<file path="src/rtl/id_ex_issue_if.sv">
// ---------------------------------------------------------------------------
// id_ex_issue_if
//   Bundles the ID-stage inputs, the writeback forwarding sources and the
//   registered EX-stage outputs of the ID/EX issue register.
//
//   slave  : used by id_ex_issue (takes ID/forward inputs, drives EX outputs)
//   master : used by the decode side / testbench (drives ID inputs)
//
//   Signals
//     id_valid, id_instr, id_rs_data, id_rt_data : ID stage instruction+data
//     stall, flush                               : EX register control
//     exm_we/exm_wreg/exm_data                   : EX/MEM forward source
//     mw_we/mw_wreg/mw_data                      : MEM/WB forward source
//     ex_*                                       : registered EX stage fields
//     hz_ldstall                                 : combinational load-use hazard
// ---------------------------------------------------------------------------
interface id_ex_issue_if;
  logic        id_valid;
  logic [31:0] id_instr;
  logic [31:0] id_rs_data;
  logic [31:0] id_rt_data;
  logic        stall;
  logic        flush;
  logic        exm_we;
  logic [4:0]  exm_wreg;
  logic [31:0] exm_data;
  logic        mw_we;
  logic [4:0]  mw_wreg;
  logic [31:0] mw_data;

  logic        ex_valid;
  logic [4:0]  ex_aluct;
  logic        ex_sign;
  logic [4:0]  ex_shamt;
  logic [31:0] ex_in1;
  logic [31:0] ex_in2;
  logic [31:0] ex_stdata;
  logic [4:0]  ex_wreg;
  logic        ex_we;
  logic        ex_memrd;
  logic        ex_memwr;
  logic        ex_ill;
  logic        hz_ldstall;

  modport slave (
    input  id_valid, id_instr, id_rs_data, id_rt_data, stall, flush,
           exm_we, exm_wreg, exm_data, mw_we, mw_wreg, mw_data,
    output ex_valid, ex_aluct, ex_sign, ex_shamt, ex_in1, ex_in2, ex_stdata,
           ex_wreg, ex_we, ex_memrd, ex_memwr, ex_ill, hz_ldstall
  );

  modport master (
    output id_valid, id_instr, id_rs_data, id_rt_data, stall, flush,
           exm_we, exm_wreg, exm_data, mw_we, mw_wreg, mw_data,
    input  ex_valid, ex_aluct, ex_sign, ex_shamt, ex_in1, ex_in2, ex_stdata,
           ex_wreg, ex_we, ex_memrd, ex_memwr, ex_ill, hz_ldstall
  );
endinterface

</file>
<file path="src/rtl/id_ex_issue.sv">
// ---------------------------------------------------------------------------
// id_ex_issue
//   ID/EX issue register of the 32-bit MIPS pipeline. Decodes the ID-stage
//   instruction into ALU control, signedness, shift amount and forwarded
//   operands, registers them into EX with stall/flush/bubble control, and
//   flags load-use hazards against the load currently held in EX.
//
//   Ports
//     clk   : pipeline clock, rising edge
//     reset : synchronous, active-high; loads a bubble
//     bus   : id_ex_issue_if.slave (ID inputs, forward sources, EX outputs)
// ---------------------------------------------------------------------------
module id_ex_issue (
  input  logic           clk,
  input  logic           reset,
  id_ex_issue_if.slave   bus
);

  localparam int DATA_W = 32;

  localparam logic [4:0] ALU_AND = 5'b00000;
  localparam logic [4:0] ALU_OR  = 5'b00001;
  localparam logic [4:0] ALU_ADD = 5'b00010;
  localparam logic [4:0] ALU_SUB = 5'b00110;
  localparam logic [4:0] ALU_SLT = 5'b00111;
  localparam logic [4:0] ALU_NOR = 5'b01100;
  localparam logic [4:0] ALU_XOR = 5'b01101;
  localparam logic [4:0] ALU_SLL = 5'b10000;
  localparam logic [4:0] ALU_SRL = 5'b11000;
  localparam logic [4:0] ALU_SRA = 5'b11001;
  localparam logic [4:0] ALU_LUI = 5'b11010;

  // EX/MEM wins over MEM/WB; register 0 always reads the ID data.
  function automatic logic [DATA_W-1:0] fwd_sel(
    input logic [4:0]        src,
    input logic [DATA_W-1:0] id_data,
    input logic              xm_we,
    input logic [4:0]        xm_wreg,
    input logic [DATA_W-1:0] xm_data,
    input logic              wb_we,
    input logic [4:0]        wb_wreg,
    input logic [DATA_W-1:0] wb_data
  );
    if (src == 5'd0)                     return id_data;
    else if (xm_we && (xm_wreg == src))  return xm_data;
    else if (wb_we && (wb_wreg == src))  return wb_data;
    else                                 return id_data;
  endfunction

  // ---- stage p0: ID decode and forwarding (combinational) ----
  logic [5:0]        opcode_p0;
  logic [5:0]        funct_p0;
  logic [4:0]        rs_p0;
  logic [4:0]        rt_p0;
  logic [4:0]        rd_p0;
  logic [4:0]        sh_p0;
  logic [15:0]       imm_p0;
  logic [DATA_W-1:0] simm_p0;
  logic [DATA_W-1:0] zimm_p0;
  logic [DATA_W-1:0] fwd_rs_p0;
  logic [DATA_W-1:0] fwd_rt_p0;

  assign opcode_p0 = bus.id_instr[31:26];
  assign rs_p0     = bus.id_instr[25:21];
  assign rt_p0     = bus.id_instr[20:16];
  assign rd_p0     = bus.id_instr[15:11];
  assign sh_p0     = bus.id_instr[10:6];
  assign funct_p0  = bus.id_instr[5:0];
  assign imm_p0    = bus.id_instr[15:0];
  assign simm_p0   = {{16{imm_p0[15]}}, imm_p0};
  assign zimm_p0   = {16'h0000, imm_p0};

  assign fwd_rs_p0 = fwd_sel(rs_p0, bus.id_rs_data, bus.exm_we, bus.exm_wreg,
                             bus.exm_data, bus.mw_we, bus.mw_wreg, bus.mw_data);
  assign fwd_rt_p0 = fwd_sel(rt_p0, bus.id_rt_data, bus.exm_we, bus.exm_wreg,
                             bus.exm_data, bus.mw_we, bus.mw_wreg, bus.mw_data);

  logic              legal_p0;
  logic [4:0]        aluct_p0;
  logic              sign_p0;
  logic [4:0]        shamt_p0;
  logic [DATA_W-1:0] in1_p0;
  logic [DATA_W-1:0] in2_p0;
  logic [4:0]        wreg_p0;
  logic              we_p0;
  logic              memrd_p0;
  logic              memwr_p0;
  logic              use_rs_p0;
  logic              use_rt_p0;

  always_comb begin
    legal_p0  = 1'b0;
    aluct_p0  = ALU_AND;
    sign_p0   = 1'b0;
    shamt_p0  = 5'd0;
    in1_p0    = '0;
    in2_p0    = '0;
    wreg_p0   = 5'd0;
    we_p0     = 1'b0;
    memrd_p0  = 1'b0;
    memwr_p0  = 1'b0;
    use_rs_p0 = 1'b0;
    use_rt_p0 = 1'b0;

    if (opcode_p0 == 6'h00) begin
      legal_p0  = 1'b1;
      in1_p0    = fwd_rs_p0;
      in2_p0    = fwd_rt_p0;
      wreg_p0   = rd_p0;
      we_p0     = 1'b1;
      use_rs_p0 = 1'b1;
      use_rt_p0 = 1'b1;
      case (funct_p0)
        6'h20, 6'h21: aluct_p0 = ALU_ADD;
        6'h22, 6'h23: aluct_p0 = ALU_SUB;
        6'h24:        aluct_p0 = ALU_AND;
        6'h25:        aluct_p0 = ALU_OR;
        6'h26:        aluct_p0 = ALU_XOR;
        6'h27:        aluct_p0 = ALU_NOR;
        6'h2A: begin aluct_p0 = ALU_SLT; sign_p0 = 1'b1; end
        6'h2B:        aluct_p0 = ALU_SLT;
        // Immediate shifts take shamt from the instruction and ignore rs.
        6'h00: begin aluct_p0 = ALU_SLL; shamt_p0 = sh_p0; use_rs_p0 = 1'b0; end
        6'h02: begin aluct_p0 = ALU_SRL; shamt_p0 = sh_p0; use_rs_p0 = 1'b0; end
        6'h03: begin aluct_p0 = ALU_SRA; shamt_p0 = sh_p0; use_rs_p0 = 1'b0; end
        // Variable shifts take shamt from the forwarded rs value.
        6'h04: begin aluct_p0 = ALU_SLL; shamt_p0 = fwd_rs_p0[4:0]; end
        6'h06: begin aluct_p0 = ALU_SRL; shamt_p0 = fwd_rs_p0[4:0]; end
        6'h07: begin aluct_p0 = ALU_SRA; shamt_p0 = fwd_rs_p0[4:0]; end
        default:      legal_p0 = 1'b0;
      endcase
    end else begin
      legal_p0  = 1'b1;
      in1_p0    = fwd_rs_p0;
      in2_p0    = simm_p0;
      wreg_p0   = rt_p0;
      we_p0     = 1'b1;
      use_rs_p0 = 1'b1;
      case (opcode_p0)
        6'h08, 6'h09: aluct_p0 = ALU_ADD;
        6'h0A: begin aluct_p0 = ALU_SLT; sign_p0 = 1'b1; end
        6'h0B:        aluct_p0 = ALU_SLT;
        6'h0C: begin aluct_p0 = ALU_AND; in2_p0 = zimm_p0; end
        6'h0D: begin aluct_p0 = ALU_OR;  in2_p0 = zimm_p0; end
        6'h0E: begin aluct_p0 = ALU_XOR; in2_p0 = zimm_p0; end
        6'h0F: begin aluct_p0 = ALU_LUI; in2_p0 = zimm_p0; use_rs_p0 = 1'b0; end
        6'h23: begin aluct_p0 = ALU_ADD; memrd_p0 = 1'b1; end
        // Store reads rt as data and writes no register.
        6'h2B: begin aluct_p0 = ALU_ADD; memwr_p0 = 1'b1; we_p0 = 1'b0; use_rt_p0 = 1'b1; end
        default:      legal_p0 = 1'b0;
      endcase
    end

    // Illegal encodings carry no operation, operands or register use.
    if (!legal_p0) begin
      aluct_p0  = ALU_AND;
      sign_p0   = 1'b0;
      shamt_p0  = 5'd0;
      in1_p0    = '0;
      in2_p0    = '0;
      wreg_p0   = 5'd0;
      we_p0     = 1'b0;
      memrd_p0  = 1'b0;
      memwr_p0  = 1'b0;
      use_rs_p0 = 1'b0;
      use_rt_p0 = 1'b0;
    end
  end

  // ---- stage p1: ID/EX register ----
  logic              vld_p1;
  logic [4:0]        aluct_p1;
  logic              sign_p1;
  logic [4:0]        shamt_p1;
  logic [DATA_W-1:0] in1_p1;
  logic [DATA_W-1:0] in2_p1;
  logic [DATA_W-1:0] stdata_p1;
  logic [4:0]        wreg_p1;
  logic              we_p1;
  logic              memrd_p1;
  logic              memwr_p1;
  logic              ill_p1;
  logic              hz_p0;

  // Depends only on EX register state and ID inputs, never on stall/flush.
  assign hz_p0 = vld_p1 && memrd_p1 && (wreg_p1 != 5'd0) && bus.id_valid &&
                 ((use_rs_p0 && (rs_p0 == wreg_p1)) ||
                  (use_rt_p0 && (rt_p0 == wreg_p1)));

  always_ff @(posedge clk) begin
    if (reset || bus.flush) begin
      vld_p1    <= 1'b0;
      aluct_p1  <= 5'd0;
      sign_p1   <= 1'b0;
      shamt_p1  <= 5'd0;
      in1_p1    <= '0;
      in2_p1    <= '0;
      stdata_p1 <= '0;
      wreg_p1   <= 5'd0;
      we_p1     <= 1'b0;
      memrd_p1  <= 1'b0;
      memwr_p1  <= 1'b0;
      ill_p1    <= 1'b0;
    end else if (!bus.stall) begin
      if (hz_p0 || !bus.id_valid) begin
        vld_p1    <= 1'b0;
        aluct_p1  <= 5'd0;
        sign_p1   <= 1'b0;
        shamt_p1  <= 5'd0;
        in1_p1    <= '0;
        in2_p1    <= '0;
        stdata_p1 <= '0;
        wreg_p1   <= 5'd0;
        we_p1     <= 1'b0;
        memrd_p1  <= 1'b0;
        memwr_p1  <= 1'b0;
        ill_p1    <= 1'b0;
      end else begin
        vld_p1    <= 1'b1;
        aluct_p1  <= aluct_p0;
        sign_p1   <= sign_p0;
        shamt_p1  <= shamt_p0;
        in1_p1    <= in1_p0;
        in2_p1    <= in2_p0;
        stdata_p1 <= fwd_rt_p0;
        wreg_p1   <= wreg_p0;
        we_p1     <= we_p0;
        memrd_p1  <= memrd_p0;
        memwr_p1  <= memwr_p0;
        ill_p1    <= !legal_p0;
      end
    end
  end

  assign bus.ex_valid   = vld_p1;
  assign bus.ex_aluct   = aluct_p1;
  assign bus.ex_sign    = sign_p1;
  assign bus.ex_shamt   = shamt_p1;
  assign bus.ex_in1     = in1_p1;
  assign bus.ex_in2     = in2_p1;
  assign bus.ex_stdata  = stdata_p1;
  assign bus.ex_wreg    = wreg_p1;
  assign bus.ex_we      = we_p1;
  assign bus.ex_memrd   = memrd_p1;
  assign bus.ex_memwr   = memwr_p1;
  assign bus.ex_ill     = ill_p1;
  assign bus.hz_ldstall = hz_p0;

endmodule

</file>
<file path="src/flat_wrapper.sv">
// flat-port wrapper written by rule: the top's interface ports become plain ports
module id_ex_issue_flat 
  (clk, reset, bus_id_valid, bus_id_instr, bus_id_rs_data, bus_id_rt_data, bus_stall, bus_flush, bus_exm_we, bus_exm_wreg, bus_exm_data, bus_mw_we, bus_mw_wreg, bus_mw_data, bus_ex_valid, bus_ex_aluct, bus_ex_sign, bus_ex_shamt, bus_ex_in1, bus_ex_in2, bus_ex_stdata, bus_ex_wreg, bus_ex_we, bus_ex_memrd, bus_ex_memwr, bus_ex_ill, bus_hz_ldstall);
  id_ex_issue_if bus_i ();
  input  logic clk;
  input  logic reset;
  input wire logic [$bits(bus_i.id_valid)-1:0] bus_id_valid;
  input wire logic [$bits(bus_i.id_instr)-1:0] bus_id_instr;
  input wire logic [$bits(bus_i.id_rs_data)-1:0] bus_id_rs_data;
  input wire logic [$bits(bus_i.id_rt_data)-1:0] bus_id_rt_data;
  input wire logic [$bits(bus_i.stall)-1:0] bus_stall;
  input wire logic [$bits(bus_i.flush)-1:0] bus_flush;
  input wire logic [$bits(bus_i.exm_we)-1:0] bus_exm_we;
  input wire logic [$bits(bus_i.exm_wreg)-1:0] bus_exm_wreg;
  input wire logic [$bits(bus_i.exm_data)-1:0] bus_exm_data;
  input wire logic [$bits(bus_i.mw_we)-1:0] bus_mw_we;
  input wire logic [$bits(bus_i.mw_wreg)-1:0] bus_mw_wreg;
  input wire logic [$bits(bus_i.mw_data)-1:0] bus_mw_data;
  output wire logic [$bits(bus_i.ex_valid)-1:0] bus_ex_valid;
  output wire logic [$bits(bus_i.ex_aluct)-1:0] bus_ex_aluct;
  output wire logic [$bits(bus_i.ex_sign)-1:0] bus_ex_sign;
  output wire logic [$bits(bus_i.ex_shamt)-1:0] bus_ex_shamt;
  output wire logic [$bits(bus_i.ex_in1)-1:0] bus_ex_in1;
  output wire logic [$bits(bus_i.ex_in2)-1:0] bus_ex_in2;
  output wire logic [$bits(bus_i.ex_stdata)-1:0] bus_ex_stdata;
  output wire logic [$bits(bus_i.ex_wreg)-1:0] bus_ex_wreg;
  output wire logic [$bits(bus_i.ex_we)-1:0] bus_ex_we;
  output wire logic [$bits(bus_i.ex_memrd)-1:0] bus_ex_memrd;
  output wire logic [$bits(bus_i.ex_memwr)-1:0] bus_ex_memwr;
  output wire logic [$bits(bus_i.ex_ill)-1:0] bus_ex_ill;
  output wire logic [$bits(bus_i.hz_ldstall)-1:0] bus_hz_ldstall;
  assign bus_i.id_valid = bus_id_valid;
  assign bus_i.id_instr = bus_id_instr;
  assign bus_i.id_rs_data = bus_id_rs_data;
  assign bus_i.id_rt_data = bus_id_rt_data;
  assign bus_i.stall = bus_stall;
  assign bus_i.flush = bus_flush;
  assign bus_i.exm_we = bus_exm_we;
  assign bus_i.exm_wreg = bus_exm_wreg;
  assign bus_i.exm_data = bus_exm_data;
  assign bus_i.mw_we = bus_mw_we;
  assign bus_i.mw_wreg = bus_mw_wreg;
  assign bus_i.mw_data = bus_mw_data;
  assign bus_ex_valid = bus_i.ex_valid;
  assign bus_ex_aluct = bus_i.ex_aluct;
  assign bus_ex_sign = bus_i.ex_sign;
  assign bus_ex_shamt = bus_i.ex_shamt;
  assign bus_ex_in1 = bus_i.ex_in1;
  assign bus_ex_in2 = bus_i.ex_in2;
  assign bus_ex_stdata = bus_i.ex_stdata;
  assign bus_ex_wreg = bus_i.ex_wreg;
  assign bus_ex_we = bus_i.ex_we;
  assign bus_ex_memrd = bus_i.ex_memrd;
  assign bus_ex_memwr = bus_i.ex_memwr;
  assign bus_ex_ill = bus_i.ex_ill;
  assign bus_hz_ldstall = bus_i.hz_ldstall;
  id_ex_issue u_core (.clk(clk), .reset(reset), .bus(bus_i));
endmodule
</file>
<file path="config.mk">
export PLATFORM = sky130hd
export DESIGN_NAME = id_ex_issue_flat
export DESIGN_NICKNAME = d
export VERILOG_FILES = /design/src/rtl/id_ex_issue_if.sv /design/src/rtl/id_ex_issue.sv /design/src/flat_wrapper.sv
export SDC_FILE = /design/constraint.sdc
export NUM_CORES = 1
export LEC_CHECK = 0
export ABC_AREA = 0
export CORE_UTILIZATION = 44
export CTS_BUF_LIST = sky130_fd_sc_hd__clkbuf_4
export CTS_CLUSTER_DIAMETER = 80
export CTS_CLUSTER_SIZE = 16
export DETAILED_ROUTE_END_ITERATION = 8
export PLACE_DENSITY = 0.83
export SLEW_MARGIN = 10
export SYNTH_ARGS = -nofsm -noshare
export SYNTH_HDL_FRONTEND = slang
export SYNTH_SLANG_ARGS = --single-unit
</file>
<file path="constraint.sdc">
create_clock -name clk -period 3.2 [get_ports clk]
set_input_delay 0.48 -clock clk [delete_from_list [all_inputs] [get_ports clk]]
set_output_delay 0.48 -clock clk [all_outputs]
set_load 0.02 [all_outputs]
</file>
==> flow_metrics.env, run 1 <==
export IMPL_die_width_um=127
export IMPL_ys_ff_latch=117
export IMPL_critPathMaxFanout=5
export IMPL_cts_tree="built"
export IMPL_grt_overflow_total=0
export IMPL_coreArea_um2=15200
export IMPL_grt_pass1_wl_um=43400
export IMPL_hp_class="flip-flop to flip-flop"
export IMPL_std_cell_rows=45
export IMPL_synth_most_common_cell="dfxtp_1"
export IMPL_synthArstFlopShare_pct=0
export IMPL_cts_resized_gates=2
export IMPL_drt_iter0_drc=966
export IMPL_grt_util_met2_pct=56.9
export IMPL_netlist_area_um2=6880
export IMPL_num_io_pins=295
export IMPL_ant_nets=0
export IMPL_start_util_pct=45.2
export IMPL_cp_arrival_ps=2350
export IMPL_final_hold_violation_count=0
export IMPL_clock_skew_ps=20.0
export IMPL_grtUsageMet1_pct=43.3
export IMPL_ir_drop_uv=184
export IMPL_cap_violations=0
export IMPL_routed_wl_um=28200
export IMPL_synth_top_flop_cell="dfxtp_1"
export IMPL_dp_hpwl_um=20800
export IMPL_ys_seq_area_share_pct=34.1
export IMPL_clk_latency_ps=580
export IMPL_yosysTopAreaCell="dfxtp_1"
export IMPL_yosys_warnings=0
export IMPL_wl_per_cell_um=20.6
export IMPL_grt_usage_pct=34.9
export IMPL_fin_ws_ps=372
export IMPL_syn_inst=875
export IMPL_critPathRequiredTime_ps=2720
export IMPL_num_vias=8325
export IMPL_fp_dieH_um=127
export IMPL_placed_cells=1340
export IMPL_cts_hold_buffers=0
export IMPL_cts_root_buf="clkbuf_4"
export IMPL_nNetsFinal=1348
export IMPL_viasPerCell=6.07
export IMPL_start_kind="flip-flop"
export IMPL_nFillCells=1261
export IMPL_crit_path_cell_trace="or4_1 -> o2111ai_4 -> nor4_2 -> o21bai_1 -> inv_1 -> dlymetal6s2s_1"
export IMPL_area_growth_pct=54.8
export IMPL_synth_fp_nets=1052
export IMPL_crit_type="flip-flop to output pin"
export IMPL_top_usage_layer="met2"
export IMPL_synth_area_leaders="dfxtp_1 (34%), a32o_1 (6.1%), nor3_1 (5.2%)"
export IMPL_met3_usage_pct=6.66
export IMPL_final_cell_area_um2=10600
export IMPL_gp_congestion=0.981
export IMPL_fin_cells=1372
export IMPL_max_freq_ghz=0.354
export IMPL_finalPower_w=0.00341
export IMPL_hold_ws_ps=460
export IMPL_fin_crit_ps=2830
export IMPL_die_area_um2=16100
export IMPL_rsz0062_at_grt="no"
export IMPL_path_clk_slew_ps=100
export IMPL_finalSetupViolations=0
export IMPL_period_share_pct=88.4
export IMPL_grt_pass1_vias=8002
export IMPL_synthTopCellsByCount="dfxtp_1 (117), nand2_1 (76), clkbuf_1 (73), nor2_1 (73), nor3_1 (71)"
export IMPL_cts_buffers=17
export IMPL_slowest_stage="or4_1"
export IMPL_ctsHtreeMaxLevel=4
export IMPL_max_slew_margin_pct=22.3
export IMPL_post_cts_setup_buffer_count=0
export IMPL_placed_area_um2=10300
export IMPL_syn_area_per_cell_um2=7.86
export IMPL_drc=0
export IMPL_p_leak_nw=3.88
export IMPL_antenna_found_initial=2
export IMPL_cts_sinks=117
export IMPL_max_stage_delay_ps=590
export IMPL_io_buffers=294
export IMPL_worst_pin_slew_ps=1160
export IMPL_first_pass_iters=6
export IMPL_drive_above_1_share_pct=11.0
export IMPL_power_density_nw_per_um2=321
export IMPL_pre_cts_slack_ps=-30.5
export IMPL_yosysUniqueCellTypes=55
export IMPL_synth_top_cell_area_share_pct=34.1
export IMPL_grt_max_degree=36
export IMPL_slew_violations=0
export IMPL_clockBufferDepth=2
export IMPL_critPathCaptureType="output pin"
export IMPL_status="completed"
export IMPL_synth_edf_count=0
==> placed cells by master (no fill, tap or decap), drive strengths merged, types with 17 or more instances in the layout <==
cell / count
mux2: 17
a32oi: 21
nand2: 76
a22oi: 42
clkbuf: 19
o21ai: 86
a21oi: 22
nor3: 71
a32o: 42
and3: 21
nand2b: 30
dfxtp: 117
nor2: 73
nand3: 19
buf: 67
xnor2: 21
and2: 22
clkdlybuf4s50: 293
==> flip-flops by register name, summed over array words and instances, names as in the netlist <==
name                  flops
u_core.bus.ex_in1        32
u_core.bus.ex_in2        32
u_core.bus.ex_stdata     32
u_core.bus.ex_aluct       5
u_core.bus.ex_shamt       5
u_core.bus.ex_wreg        5
u_core.bus.ex_ill         1
u_core.bus.ex_memrd       1
u_core.bus.ex_memwr       1
u_core.bus.ex_sign        1
u_core.bus.ex_valid       1
u_core.bus.ex_we          1
==> worst paths after layout <==
| kind | from | endpoint | slack [ps] | cells past startpoint |
|---|---|---|---|---|
| setup reg to reg | u_core.bus.ex_wreg[0] | u_core.bus.ex_in2[8] | 550 | 9 |
| hold / removal | u_core.bus.ex_in1[1] | u_core.bus.ex_in1[1] | 460 | 2 |
| hold reg to reg | u_core.bus.ex_in1[1] | u_core.bus.ex_in1[1] | 460 | 2 |
| setup / recovery | u_core.bus.ex_wreg[0] | bus_hz_ldstall | 370 | 6 |
==> cells by family after synthesis <==
| family | Yosys count | synth area share [%] |
|---|---|---|
| flip-flops | 117 | 34.1 |
| multiplexers | 23 | 3.66 |
| XOR/XNOR | 32 | 4.07 |
| AND/OR/NAND/NOR | 350 | 25.3 |
| buffers and inverters | 87 | 5.11 |
| AO/OA/AOI/OAI | 266 | 27.8 |
==> worst max-delay path: cells and delay by family (launching register included) <==
| kind | cells | cell delay (ps) |
|---|---|---|
| buffers and inverters | 2 | 260 |
| DFF | 1 | 380 |
| AOI/OAI and AO/OA | 2 | 460 |
| and+or+nand+nor | 2 | 690 |
==> metrics by stage <==
stage	util, %	setup TNS, ps
4_1_cts	69.9	0
3_3_place_gp	67.6	-6.86
6_report	70.0	0
5_1_grt	70.0	0
2_1_floorplan	-	0
3_5_place_dp	67.6	-30.5
==> layer usage <==
layer  part of all wire, %  routed length [um]
met2                    46               13000
met1                    39               11000
met3                   9.8                2770
met5                     0                   0
met4                   5.1                1440
==> report_power, final <==
group | internal [W] | switching [W]
logic | 0.000338 | 0.000296
clock network | 0.000700 | 0.000601
registers | 0.00147 | 0.00000880
==> final cells by class <==
type,instances,area [um2],area share (%)
well taps,188,235,2.21
flip-flops and latches,117,2340,22.0
inverters,3,11.3,0.106
clock buffers,19,143,1.34
clock inverters,11,184,1.73
repair buffers,361,3490,32.7
diodes,2,5.00,0.0470
multi-input cells,671,4240,39.8
(Power assumes the default switching activity.)
==> run 2, diff against run 1 <==
--- a/config.mk
+++ b/config.mk
@@ -6,12 +6,13 @@
 export NUM_CORES = 1
 export LEC_CHECK = 0
 export ABC_AREA = 0
+export CORE_ASPECT_RATIO = 0.75
 export CORE_UTILIZATION = 44
 export CTS_BUF_LIST = sky130_fd_sc_hd__clkbuf_4
 export CTS_CLUSTER_DIAMETER = 80
 export CTS_CLUSTER_SIZE = 16
 export DETAILED_ROUTE_END_ITERATION = 8
-export PLACE_DENSITY = 0.83
+export PLACE_DENSITY = 0.89
 export SLEW_MARGIN = 10
 export SYNTH_ARGS = -nofsm -noshare
 export SYNTH_HDL_FRONTEND = slang
==> flow_metrics.env, run 2 (synthesized netlist as in run 1, its figures left out) <==
export IMPL_rsz0062_at_grt="no"
export IMPL_dp_hpwl_um=20900
export IMPL_cap_violations=0
export IMPL_path_clk_slew_ps=120
export IMPL_grt_usage_pct=34.0
export IMPL_status="completed"
export IMPL_drt_iter0_drc=913
export IMPL_fin_cells=1388
export IMPL_die_area_um2=16100
export IMPL_cts_tree="built"
export IMPL_num_vias=8322
export IMPL_cp_arrival_ps=2360
export IMPL_max_freq_ghz=0.352
export IMPL_coreArea_um2=15300
export IMPL_switchingPower_w=0.000947
export IMPL_cts_buffers=17
export IMPL_drive_above_1_share_pct=10.9
export IMPL_start_kind="flip-flop"
export IMPL_clock_skew_ps=13.3
export IMPL_worst_pin_slew_ps=1070
export IMPL_r2r_slack_ps=480
export IMPL_ctsHtreeMaxLevel=4
export IMPL_grt_pass1_wl_um=42200
export IMPL_holdPathStages=2
export IMPL_hp_class="flip-flop to flip-flop"
export IMPL_combPwrFrac_pct=18.5
export IMPL_critPathRequiredTime_ps=2720
export IMPL_fp_dieH_um=110
export IMPL_grt_max_degree=53
export IMPL_p_int_w=0.00250
export IMPL_hp_start="u_core.bus.ex_in1[1]"
export IMPL_mostFrequentLayoutCell="clkdlybuf4s50_1"
export IMPL_finalSetupViolations=0
export IMPL_critPathMaxFanout=5
export IMPL_clockBufferDepth=2
export IMPL_routed_wl_um=28100
export IMPL_switching_share_pct=27.5
export IMPL_grt_overflow_total=0
export IMPL_die_width_um=146
export IMPL_io_buffers=294
export IMPL_crit_type="flip-flop to output pin"
export IMPL_num_io_pins=295
export IMPL_layout_common_cells="clkdlybuf4s50_1 (293), dfxtp_1 (117), nand2_1 (76), nor2_1 (73), nor3_1 (70)"
export IMPL_power_density_nw_per_um2=323
export IMPL_fin_crit_ps=2840
export IMPL_worstHoldEndpoint="u_core.bus.ex_in1[1]"
export IMPL_r2r_cells=7
export IMPL_power_frac_seq_pct=42.9
export IMPL_period_share_pct=88.9
export IMPL_cts_sinks=117
export IMPL_p_clk_share_pct=38.6
export IMPL_slew_violations=0
export IMPL_antenna_found_initial=0
export IMPL_cts_root_buf="clkbuf_4"
export IMPL_start_util_pct=45.0
export IMPL_clk_latency_ps=550
export IMPL_placed_cells=1356
export IMPL_wl_per_cell_um=20.2
export IMPL_fin_setup_tns_ps=0
export IMPL_nNetsFinal=1347
export IMPL_post_cts_setup_buffer_count=0
export IMPL_p_leak_nw=3.88
export IMPL_nFillCells=1214
export IMPL_critPathCaptureType="output pin"
export IMPL_gp_congestion=0.984
export IMPL_first_pass_iters=6
export IMPL_area_growth_pct=55.0
export IMPL_rr_endpoint="u_core.bus.ex_memrd"
export IMPL_ir_drop_uv=276
export IMPL_std_cell_rows=39
export IMPL_reg2reg_from="u_core.bus.ex_wreg[0]"
export IMPL_ant_nets=0
export IMPL_final_hold_violation_count=0
export IMPL_grt_pass1_vias=7759
export IMPL_viasPerCell=6.00
export IMPL_num_antenna_cells=0
export IMPL_drc=0
export IMPL_max_slew_margin_pct=28.0
## run 2: cell types whose count changed in the layout (fill, tap and decap cells not counted), sizes merged
cell,change
diode,-2
clkbuf,-2
inv,+1
buf,-1
clkinv,+3
## run 2: through the flow
stage	hold WS (ps)	area, um2	worst slack [ps]	utilization, %	total power, W
finish	457	10700	356	69.8	0.00345
global route	468	10700	239	69.8	0.00357
CTS	461	10600	15.1	69.7	0.00344
detailed placement	441	10300	3.23	67.5	0.00214
global placement	433	10300	35.4	67.5	0.00213
floorplan	524	6880	588	-	0.00174
## run 2: timing repair
item	CTS	global route
endpoints found under the setup margin	0	1
hold buffers	0	0
resized for setup	0	3
## run 2: critical path, stage by stage (launching register included)
cell	delay, ps
dfxtp_1	390
or4_1	590
o2111ai_2	260
nor4_1	120
o21bai_1	200
inv_1	50
dlymetal6s2s_1	200
## run 2: how the worst max path moves through the flow
stage,depth (start not counted),startpoint,slack (ps),endpoint
floorplan,8,bus_id_instr[26],590,u_core.bus.ex_in2[21]
global placement,8,bus_id_instr[31],40,u_core.bus.ex_memrd
global route,6,u_core.bus.ex_wreg[1],240,bus_hz_ldstall
finish,6,u_core.bus.ex_wreg[0],360,bus_hz_ldstall
CTS,7,bus_id_instr[27],20,bus_hz_ldstall
detailed placement,8,bus_id_instr[31],3,u_core.bus.ex_memrd
## run 2: power groups by stage
stage,clock network (W),registers [W],logic (W)
2_1_floorplan,0,0.00153,0.000216
6_report,0.00133,0.00148,0.000639
3_3_place_gp,0,0.00151,0.000619
4_1_cts,0.00133,0.00148,0.000629
3_5_place_dp,0,0.00151,0.000624
5_1_grt,0.00141,0.00148,0.000677
## run 2: final cells by class
cell class              instances  area, um2  share of cell area, %
clock buffers                  17        128                   1.20
clock inverters                15        210                   1.97
inverters                       3       11.3                  0.106
multi-input cells             671       4220                   39.6
flip-flops and latches        117       2340                   22.0
well taps                     205        256                   2.41
repair buffers                360       3490                   32.7
## run 2: layer usage
metal	global-route usage [%]	up-vias	wire, um
met4	12.4	0	796
met1	43.7	3878	11600
li1	-	3819	-
met2	54.1	559	12400
met3	10.5	66	3260
met5	0	-	0
